### config.mk
export PLATFORM = sky130hd
export DESIGN_NAME = vga_timing_gen
export DESIGN_NICKNAME = d
export VERILOG_FILES = /design/src/rtl/vga_timing_gen.sv
export SDC_FILE = /design/constraint.sdc
export NUM_CORES = 1
export LEC_CHECK = 0
export CAP_MARGIN = 20
export CORE_ASPECT_RATIO = 1.5
export CORE_MARGIN = 5
export CORE_UTILIZATION = 35
export DETAILED_ROUTE_END_ITERATION = 8
export GPL_ROUTABILITY_DRIVEN = 0
export PLACE_DENSITY = 0.6
export SYNTH_ARGS = -nofsm -noshare
export SYNTH_HDL_FRONTEND = slang
export SYNTH_SLANG_ARGS = --single-unit
### constraint.sdc
create_clock -name clk_i -period 3.93 [get_ports clk_i]
set_input_delay 0.393 -clock clk_i [delete_from_list [all_inputs] [get_ports clk_i]]
set_output_delay 0.393 -clock clk_i [all_outputs]
set_load 0.02 [all_outputs]
### src/rtl/vga_timing_gen.sv
// Parametrised VGA raster timing generator: pixel-tick divider, h/v phase FSMs, registered sync/active/strobe outputs.
// Optional frame counter enabled by `define VGA_TIMING_FRAME_CNT_EN (otherwise frame_cnt_o is tied to 0).
module vga_timing_gen #(
   parameter int   DW         = 10,
   parameter int   CLK_DIV    = 2,
   parameter int   H_ACTIVE   = 640,
   parameter int   H_FP       = 16,
   parameter int   H_SYNC     = 96,
   parameter int   H_BP       = 48,
   parameter int   V_ACTIVE   = 480,
   parameter int   V_FP       = 10,
   parameter int   V_SYNC     = 2,
   parameter int   V_BP       = 29,
   parameter logic H_SYNC_POL = 1'b0,
   parameter logic V_SYNC_POL = 1'b0
) (
   input  logic          clk_i,
   input  logic          rst_i,
   input  logic          enable_i,
   output logic [DW-1:0] x_o,
   output logic [DW-1:0] y_o,
   output logic          h_sync_o,
   output logic          v_sync_o,
   output logic          active_o,
   output logic          tick_o,
   output logic          line_start_o,
   output logic          frame_start_o,
   output logic [15:0]   frame_cnt_o
);

   localparam int H_TOTAL = H_ACTIVE + H_FP + H_SYNC + H_BP;
   localparam int V_TOTAL = V_ACTIVE + V_FP + V_SYNC + V_BP;
   localparam int DIV_W   = (CLK_DIV > 1) ? $clog2(CLK_DIV) : 1;

   localparam logic [DIV_W-1:0] DIV_LAST = DIV_W'(CLK_DIV - 1);
   localparam logic [DW-1:0] H_LAST     = DW'(H_TOTAL - 1);
   localparam logic [DW-1:0] H_FP_START = DW'(H_ACTIVE);
   localparam logic [DW-1:0] H_SY_START = DW'(H_ACTIVE + H_FP);
   localparam logic [DW-1:0] H_BP_START = DW'(H_ACTIVE + H_FP + H_SYNC);
   localparam logic [DW-1:0] V_LAST     = DW'(V_TOTAL - 1);
   localparam logic [DW-1:0] V_FP_START = DW'(V_ACTIVE);
   localparam logic [DW-1:0] V_SY_START = DW'(V_ACTIVE + V_FP);
   localparam logic [DW-1:0] V_BP_START = DW'(V_ACTIVE + V_FP + V_SYNC);

   typedef enum logic [1:0] {H_ACT, H_FRONT, H_SYNCST, H_BACK} h_state_t;
   typedef enum logic [1:0] {V_ACT, V_FRONT, V_SYNCST, V_BACK} v_state_t;

   logic [DIV_W-1:0] div;
   logic             tick;
   logic             x_wrap;
   logic             y_wrap;
   logic [DW-1:0]    x_nxt;
   logic [DW-1:0]    y_nxt;
   h_state_t         h_state;
   h_state_t         h_nxt;
   v_state_t         v_state;
   v_state_t         v_nxt;

   assign tick   = enable_i && (div == DIV_LAST);
   assign x_wrap = (x_o == H_LAST);
   assign y_wrap = (y_o == V_LAST);
   assign x_nxt  = x_wrap ? '0 : x_o + 1'b1;
   assign y_nxt  = x_wrap ? (y_wrap ? '0 : y_o + 1'b1) : y_o;

   // Later phase boundaries win so zero-width porches still sequence correctly.
   always_comb begin
      h_nxt = h_state;
      if (x_nxt == '0)             h_nxt = H_ACT;
      else if (x_nxt == H_BP_START) h_nxt = H_BACK;
      else if (x_nxt == H_SY_START) h_nxt = H_SYNCST;
      else if (x_nxt == H_FP_START) h_nxt = H_FRONT;

      v_nxt = v_state;
      if (x_wrap) begin
         if (y_nxt == '0)             v_nxt = V_ACT;
         else if (y_nxt == V_BP_START) v_nxt = V_BACK;
         else if (y_nxt == V_SY_START) v_nxt = V_SYNCST;
         else if (y_nxt == V_FP_START) v_nxt = V_FRONT;
      end
   end

   always_ff @(posedge clk_i or negedge rst_i) begin
      if (!rst_i) begin
         div           <= '0;
         x_o           <= H_LAST;
         y_o           <= V_LAST;
         h_state       <= H_BACK;
         v_state       <= V_BACK;
         h_sync_o      <= ~H_SYNC_POL;
         v_sync_o      <= ~V_SYNC_POL;
         active_o      <= 1'b0;
         tick_o        <= 1'b0;
         line_start_o  <= 1'b0;
         frame_start_o <= 1'b0;
      end else begin
         tick_o        <= tick;
         line_start_o  <= tick && x_wrap;
         frame_start_o <= tick && x_wrap && y_wrap;
         if (enable_i) div <= tick ? '0 : div + 1'b1;
         if (tick) begin
            x_o      <= x_nxt;
            y_o      <= y_nxt;
            h_state  <= h_nxt;
            v_state  <= v_nxt;
            h_sync_o <= (h_nxt == H_SYNCST) ? H_SYNC_POL : ~H_SYNC_POL;
            v_sync_o <= (v_nxt == V_SYNCST) ? V_SYNC_POL : ~V_SYNC_POL;
            active_o <= (h_nxt == H_ACT) && (v_nxt == V_ACT);
         end
      end
   end

`ifdef VGA_TIMING_FRAME_CNT_EN
   logic [15:0] frame_cnt;

   always_ff @(posedge clk_i or negedge rst_i) begin
      if (!rst_i)                       frame_cnt <= '0;
      else if (tick && x_wrap && y_wrap) frame_cnt <= frame_cnt + 16'd1;
   end

   assign frame_cnt_o = frame_cnt;
`else
   assign frame_cnt_o = '0;
`endif

endmodule

==> results of run 1 <==
## critical path, stage by stage (launching register included)
cell	delay, ns
dfstp_2	0.59
ha_1	0.28
nand4_4	0.19
nor3_1	0.52
buf_4	0.28
o21ai_0	0.10
a211oi_1	0.34
and2_4	0.22
a21oi_2	0.06
a21o_1	0.18
o31ai_2	0.23
## final cells by class
type	instances	area [um^2]
clock inverters	2	35.03
flip-flops and latches	31	794.5
multi-input cells	216	1351
well taps	76	95.09
clock buffers	6	82.58
inverters	11	41.29
fillers	687	3829
repair buffers	31	302.8
## cell families (layout without fill, tap and decap cells)
kind of cell	after synthesis	in the layout	synth area share
buf+inv	48	50	0.1093
flops	31	31	0.3387
simple gates	104	104	0.2320
compound gates	70	70	0.2144
mux	1	1	0.004267
other cells	1	16	0.001598
fa+ha+maj	4	4	0.02133
xor+xnor	21	21	0.07840
## per-layer routing
metal,vias up,track usage,wire length [um]
met5,-,0,0
met4,0,0.05125,130
met3,9,0.03008,256
met2,46,0.2667,3025
met1,974,0.1559,2433
li1,998,-,-
## cells in the mapped netlist, drive strengths merged, types with 5 or more instances
cell type	count
nand2	34
inv	11
xnor2	14
a21oi	8
dfstp	15
dfrtp	16
or3	7
o21ai	20
xor2	7
nor2	19
clkbuf	13
nor3	5
and3	6
nand4	7
buf	24
nand3	12
o31ai	5
## report_power, final
| group | internal, mW | switching, mW | total, mW | leakage, nW |
|---|---|---|---|---|
| registers | 0.377 | 0.0604 | 0.437 | 0.358 |
| logic | 0.118 | 0.164 | 0.282 | 0.570 |
| clock network | 0.205 | 0.135 | 0.341 | 0.0612 |
| total | 0.700 | 0.360 | 1.06 | 0.989 |
## through the flow
step	hold WS, ns	cells	setup WS (ns)	total power, mW
finish	0.4656	373	0.8427	1.059
global route	0.5011	373	0.5556	1.116
CTS	0.4698	373	0.8158	1.070
detailed placement	0.4568	365	0.8376	0.7266
global placement	0.4557	365	0.9297	0.7200
floorplan	0.09741	295	1.115	0.6229
## cell usage in the layout, fill, tap and decap left out, drive strengths merged, types with 2 or more instances in the layout
master         instances
ha                     4
buf                    3
nand2                 34
o22ai                  3
and2                   2
o22a                   3
xor2                   7
o21ai                 20
o41ai                  4
nor2                  19
nor4                   3
dfrtp                 16
and3                   6
o31ai                  5
inv                   11
a2111oi                2
a31oi                  4
or3                    7
nand3                 12
dfstp                 15
xnor2                 14
nand4                  7
a21oi                  8
nor3                   5
o32ai                  2
clkdlybuf4s50         28
conb                  16
a21o                   2
a211oi                 3
clkbuf                 6
## state kept, by name, summed over array words and instances (netlist names)
signal,flops
y_o,10
active_o,1
x_o,10
tick_o,1
v_sync_o,1
h_sync_o,1
frame_start_o,1
line_start_o,1
div,1
v_state,2
h_state,2
## path summary, 6_finish.rpt
check,end,slack (ns),cells past startpoint
max,active_o,0.84,10
max reg2reg,active_o,0.84,10
min reg2reg,div,0.47,1
min in group asynchronous,line_start_o,0.51,2
min,div,0.47,1
max in group asynchronous,v_sync_o,3.09,2
==> impl_metrics.toml, run 1 <==
[pwr]
power_density_nw_per_um2 = 392.0
vdd_drop_max_v = 0.0001292
p_leak_nw = 0.9886

[setup_path]
critPathKind = "reg -> reg"
worstPathRequired_ns = 4.13
cp-startpoint = "x_o[0]"
crit_fanout = 10
cp-start-kind = "flip-flop"
cp-end-kind = "flip-flop"
arrival_ns = 3.29
regToRegStartpoint = "x_o[0]"

[synth]
synth-main-ff-cell = "dfrtp_1"
syn_area_per_cell_um2 = 8.379
synth.distinct_cells = 62
synth_edf_count = 0
synth_top_area_cell = "dfrtp_1"
synthCells = 280
synthesis.area_um2 = 2346
ys_seq_area_frac = 0.3387
ys_warn_count = 0
synthArstFlopShare = 1.000
synth_area_leaders = "dfrtp_1, dfstp_2, nand2_1"
synth_top_area_share = 0.1707
synth_seq_cells = 31

[clocking]
cts.clk_slew.worst_paths_ns = 0.07
hold_buffers = 0
post-cts-setup-buffer-count = 0
cts_buffers = 5
ctsResizeCount = 0
cts_num_sinks = 31
insertion_delay_ns = 0.29
cts_tree = "yes"
cts-root-buf = "clkbuf_8"
cts_buffer_depth = 2
htreeDepth = 2

[sta]
finalCriticalPeriod_ns = 3.087
finalCritPeriodShare = 0.7856
rsz0062_at_grt = "no"
setup_viol = 0
hold_viol = 0
finalMaxSlewViolations = 0
setup_tns_ns = 0
fin_skew_ns = 0.007574
tightest_slew_ns = 0.5629
fmax_mhz = 323.9
slew_headroom = 0.6219

[route]
drcViolationCount = 0
wl_per_cell_um = 15.67
drt-initial-drc-count = 61
dr.pass1.iters = 4
num_vias = 2027
viasPerCell = 5.434
drtAntennaViolNets = 0
wl_um = 5845

[floorplan]
start_util = 0.3592
core_um2 = 6531
ios = 45
die_h_um = 110.3
die_w_um = 76.85
dieArea_um2 = 8474
core.rowCount = 36

[hold_path]
hp-start = "div"
hold_path.class = "reg -> reg"

[grt]
grt_pass1_wl_um = 9715
antenna_found_initial = 0
grt_max_degree = 32
grt_pass1_vias = 1953
gr-usage-all-layers = 0.1420
gr-total-overflow = 0

[finish]
fin_util = 0.4138
syn2layout_area_growth_pct = 15.20
drive_gt1_frac = 0.1246
nets = 303
postLayoutCellArea_um2 = 2703
diodes = 0

[placement]
place.port_buffers = 28
postPlaceCellArea_um2 = 2585
dp_hpwl_um = 4281

[flow_run]
maxCapViolCount = 0

[status]
status = "finished, final reports clean"
(Power assumes the default switching activity.)
==> run 2: changes to the inputs <==
clock period = 3.2 ns   (was 3.93 ns; I/O delays follow)
==> impl_metrics.toml, run 2 (synthesis results as in run 1) <==
[clocking]
htreeDepth = 2
hold_buffers = 0
insertion_delay_ns = 0.29
cts-root-buf = "clkbuf_8"
cts_buffers = 5
cts.clk_slew.worst_paths_ns = 0.08
cts_num_sinks = 31
cts_tree = "yes"
cts_buffer_depth = 2

[floorplan]
start_util = 0.3592
die_h_um = 110.3
core.rowCount = 36
core_um2 = 6531
dieArea_um2 = 8474
die_w_um = 76.85
ios = 45

[sta]
rsz0062_at_grt = "no"
tightest_slew_ns = 0.5147
finalCriticalPeriod_ns = 2.905
hold_viol = 0
layout_setup_ws_ns = 0.2945
fin_hold_ws_ns = 0.4221
fin_skew_ns = 0.009374
finalCritPeriodShare = 0.9080
slew_headroom = 0.6537
setup_tns_ns = 0
fmax_mhz = 344.2
setup_viol = 0
finalMaxSlewViolations = 0

[placement]
dp_hpwl_um = 4319
dp_slack_ns = 0.1661
place.port_buffers = 28

[pwr]
p_leak_nw = 1.008
vdd_drop_max_v = 0.0001824
power_density_nw_per_um2 = 435.3

[finish]
drive_gt1_frac = 0.1452
diodes = 0
nets = 309
layout_commonest_cell = "nand2_1"
syn2layout_area_growth_pct = 15.89
final_cell_mix = "nand2_1, clkdlybuf4s50_1, nor2_1"
largestRegisters = "x_o (10), y_o (10)"

[setup_path]
arrival_ns = 3.10
cp-end-kind = "flip-flop"
crit_fanout = 16
cp-start-kind = "flip-flop"
critPathKind = "reg -> reg"
worstPathRequired_ns = 3.39

[grt]
gr-total-overflow = 0
gr-usage-all-layers = 0.1416
grt_max_degree = 32
grt_pass1_vias = 2075
antenna_found_initial = 0
grt_pass1_wl_um = 9777

[flow_run]
maxCapViolCount = 0

[route]
viasPerCell = 5.449
drt-initial-drc-count = 62
wl_um = 5856
dr.pass1.iters = 4
num_vias = 2065
drcViolationCount = 0
wl_per_cell_um = 15.45
drtAntennaViolNets = 0

[status]
status = "finished, final reports clean"

[hold_path]
hold_path.class = "in -> async"
## run 2: per-layer routing
metal	GRT usage	share of wire
met5	0	0
met4	0.07250	0.042
met3	0.03089	0.041
met2	0.2461	0.50
met1	0.1630	0.42
## run 2: path summary, 6_finish.rpt
| kind | start | endpoint | slack [ns] | cells past startpoint |
|---|---|---|---|---|
| max | x_o[0] | active_o | 0.29 | 9 |
| max in group asynchronous | rst_i | y_o[9] | 2.44 | 2 |
| min | rst_i | frame_start_o | 0.42 | 2 |
| min reg2reg | div | div | 0.47 | 1 |
| min in group clk_i | div | div | 0.47 | 1 |
| max reg2reg | x_o[0] | active_o | 0.29 | 9 |
## run 2: worst max-delay path, stage by stage, from the launching register on
cell and delay (ns):
dfstp_2 0.59, ha_1 0.28, nand4_4 0.19, or3_4 0.50, or3_4 0.40, a22oi_2 0.22
and2_4 0.19, a21oi_2 0.05, a21o_1 0.18, o31ai_2 0.22
## run 2: timing repair
item / 4_1_cts / 5_1_grt
setup buffers: 0 / 0
resized for setup: 0 / 1
endpoints found under the setup margin: 0 / 2
## run 2: stage by stage
| step | instance area [um^2] | std cells | power, mW | utilization |
|---|---|---|---|---|
| floorplan | 2402 | 295 | 0.7650 | - |
| global placement | 2630 | 371 | 0.8840 | 0.4027 |
| detailed placement | 2630 | 371 | 0.8908 | 0.4027 |
| CTS | 2714 | 379 | 1.204 | 0.4155 |
| global route | 2719 | 379 | 1.266 | 0.4163 |
| finish | 2719 | 379 | 1.184 | 0.4163 |
## run 2: where the power goes
part	total, mW	internal, mW	switching [mW]	leakage, nW
logic	0.342	0.144	0.197	0.603
clock network	0.305	0.149	0.157	0.0477
registers	0.536	0.463	0.0734	0.358
## run 2: area by class of cell
type | instances | area [um^2]
tap | 76 | 95.09
clock inverter | 3 | 15.01
inverter | 11 | 41.29
timing repair buffer | 37 | 347.8
multi-input combinational | 216 | 1356
clock buffer | 5 | 68.82
fill | 666 | 3812
sequential | 31 | 794.5
==> run 3: changes to the inputs <==
MAX_ROUTING_LAYER = met4   (was unset)
==> impl_metrics.toml, run 3 (synthesis results as in run 1) <==
[setup_path]
cp-end-kind = "flip-flop"
critPathKind = "reg -> reg"
arrival_ns = 3.10
cp-start-kind = "flip-flop"
worstPathRequired_ns = 3.40
crit_fanout = 16

[floorplan]
die_h_um = 110.3
dieArea_um2 = 8474
core_um2 = 6531
core.rowCount = 36
die_w_um = 76.85
start_util = 0.3592
ios = 45

[finish]
final_cell_mix = "nand2_1, clkdlybuf4s50_1, nor2_1"
largestRegisters = "x_o (10), y_o (10)"
nets = 309
drive_gt1_frac = 0.1452
syn2layout_area_growth_pct = 15.89
postLayoutCellArea_um2 = 2719
layout_commonest_cell = "nand2_1"
diodes = 0

[pwr]
power_density_nw_per_um2 = 435.9
vdd_drop_max_v = 0.0001825
p_leak_nw = 1.008

[sta]
slew_headroom = 0.6554
hold_viol = 0
fin_hold_ws_ns = 0.4201
finalMaxSlewViolations = 0
rsz0062_at_grt = "no"
setup_viol = 0
finalCriticalPeriod_ns = 2.905
setup_tns_ns = 0
fmax_mhz = 344.3
fin_skew_ns = 0.009066
finalCritPeriodShare = 0.9078
tightest_slew_ns = 0.5121

[placement]
place.port_buffers = 28
postPlaceCellArea_um2 = 2630
dp_hpwl_um = 4319

[grt]
grt_pass1_vias = 2076
antenna_found_initial = 0
grt_pass1_wl_um = 9770
gr-total-overflow = 0
gr-usage-all-layers = 0.1456
grt_max_degree = 32

[clocking]
htreeDepth = 2
cts_num_sinks = 31
cts_buffers = 5
post-cts-setup-buffer-count = 0
cts_tree = "yes"
cts-root-buf = "clkbuf_8"
insertion_delay_ns = 0.29
cts.clk_slew.worst_paths_ns = 0.08
cts_buffer_depth = 2

[status]
status = "finished, final reports clean"

[route]
drt-initial-drc-count = 62
drcViolationCount = 0
dr.pass1.iters = 4
wl_um = 5871
drtAntennaViolNets = 0
wl_per_cell_um = 15.49
viasPerCell = 5.462
num_vias = 2070

[flow_run]
maxCapViolCount = 0

[hold_path]
hold_path.class = "in -> async"
run 3: final cells by class:
type | instances | area [um^2]
sequential | 31 | 794.5
fill | 666 | 3812
inverter | 11 | 41.29
tap | 76 | 95.09
multi-input combinational | 216 | 1356
clock buffer | 5 | 68.82
clock inverter | 3 | 15.01
timing repair buffer | 37 | 347.8
run 3: routing by layer:
| layer | track usage | wire length [um] | up-vias |
|---|---|---|---|
| met5 | - | 0 | - |
| met1 | 0.1630 | 2497 | 989 |
| met2 | 0.2461 | 2916 | 51 |
| met4 | 0.07250 | 216 | 0 |
| met3 | 0.03089 | 240 | 16 |
| li1 | - | - | 1014 |
run 3: final timing paths:
path                       slack (ns)  depth (start not counted)             to    from
max                              0.30                          9       active_o  x_o[0]
min                              0.42                          2  frame_start_o   rst_i
max reg2reg                      0.30                          9       active_o  x_o[0]
min reg2reg                      0.47                          1            div     div
max in group asynchronous        2.44                          2         y_o[9]   rst_i
min in group clk_i               0.47                          1            div     div
run 3: what timing repair did:
action                                  in CTS  in global routing
resized for setup                            0                  1
hold buffers                                 0                  0
endpoints found under the setup margin       0                  2
run 3: through the flow:
stage	utilization	instances	setup WS (ns)	power (mW)
after CTS	0.4155	379	0.1214	1.204
after floorplan	-	295	0.3854	0.7650
after global placement	0.4027	371	0.2350	0.8840
final	0.4163	379	0.2952	1.185
after global routing	0.4163	379	0.05909	1.266
after detailed placement	0.4027	371	0.1661	0.8908
run 3: where the power goes:
group	internal [mW]	leakage (nW)	switching [mW]
logic	0.144	0.603	0.197
registers	0.463	0.358	0.0734
clock network	0.149	0.0477	0.158
total	0.756	1.01	0.429
run 3: critical path, cell delays in order (launching register included):
cell and delay (ns):
dfstp_2 0.59, ha_1 0.28, nand4_4 0.19, or3_4 0.50, or3_4 0.40, a22oi_2 0.22
and2_4 0.19, a21oi_2 0.05, a21o_1 0.18, o31ai_2 0.22
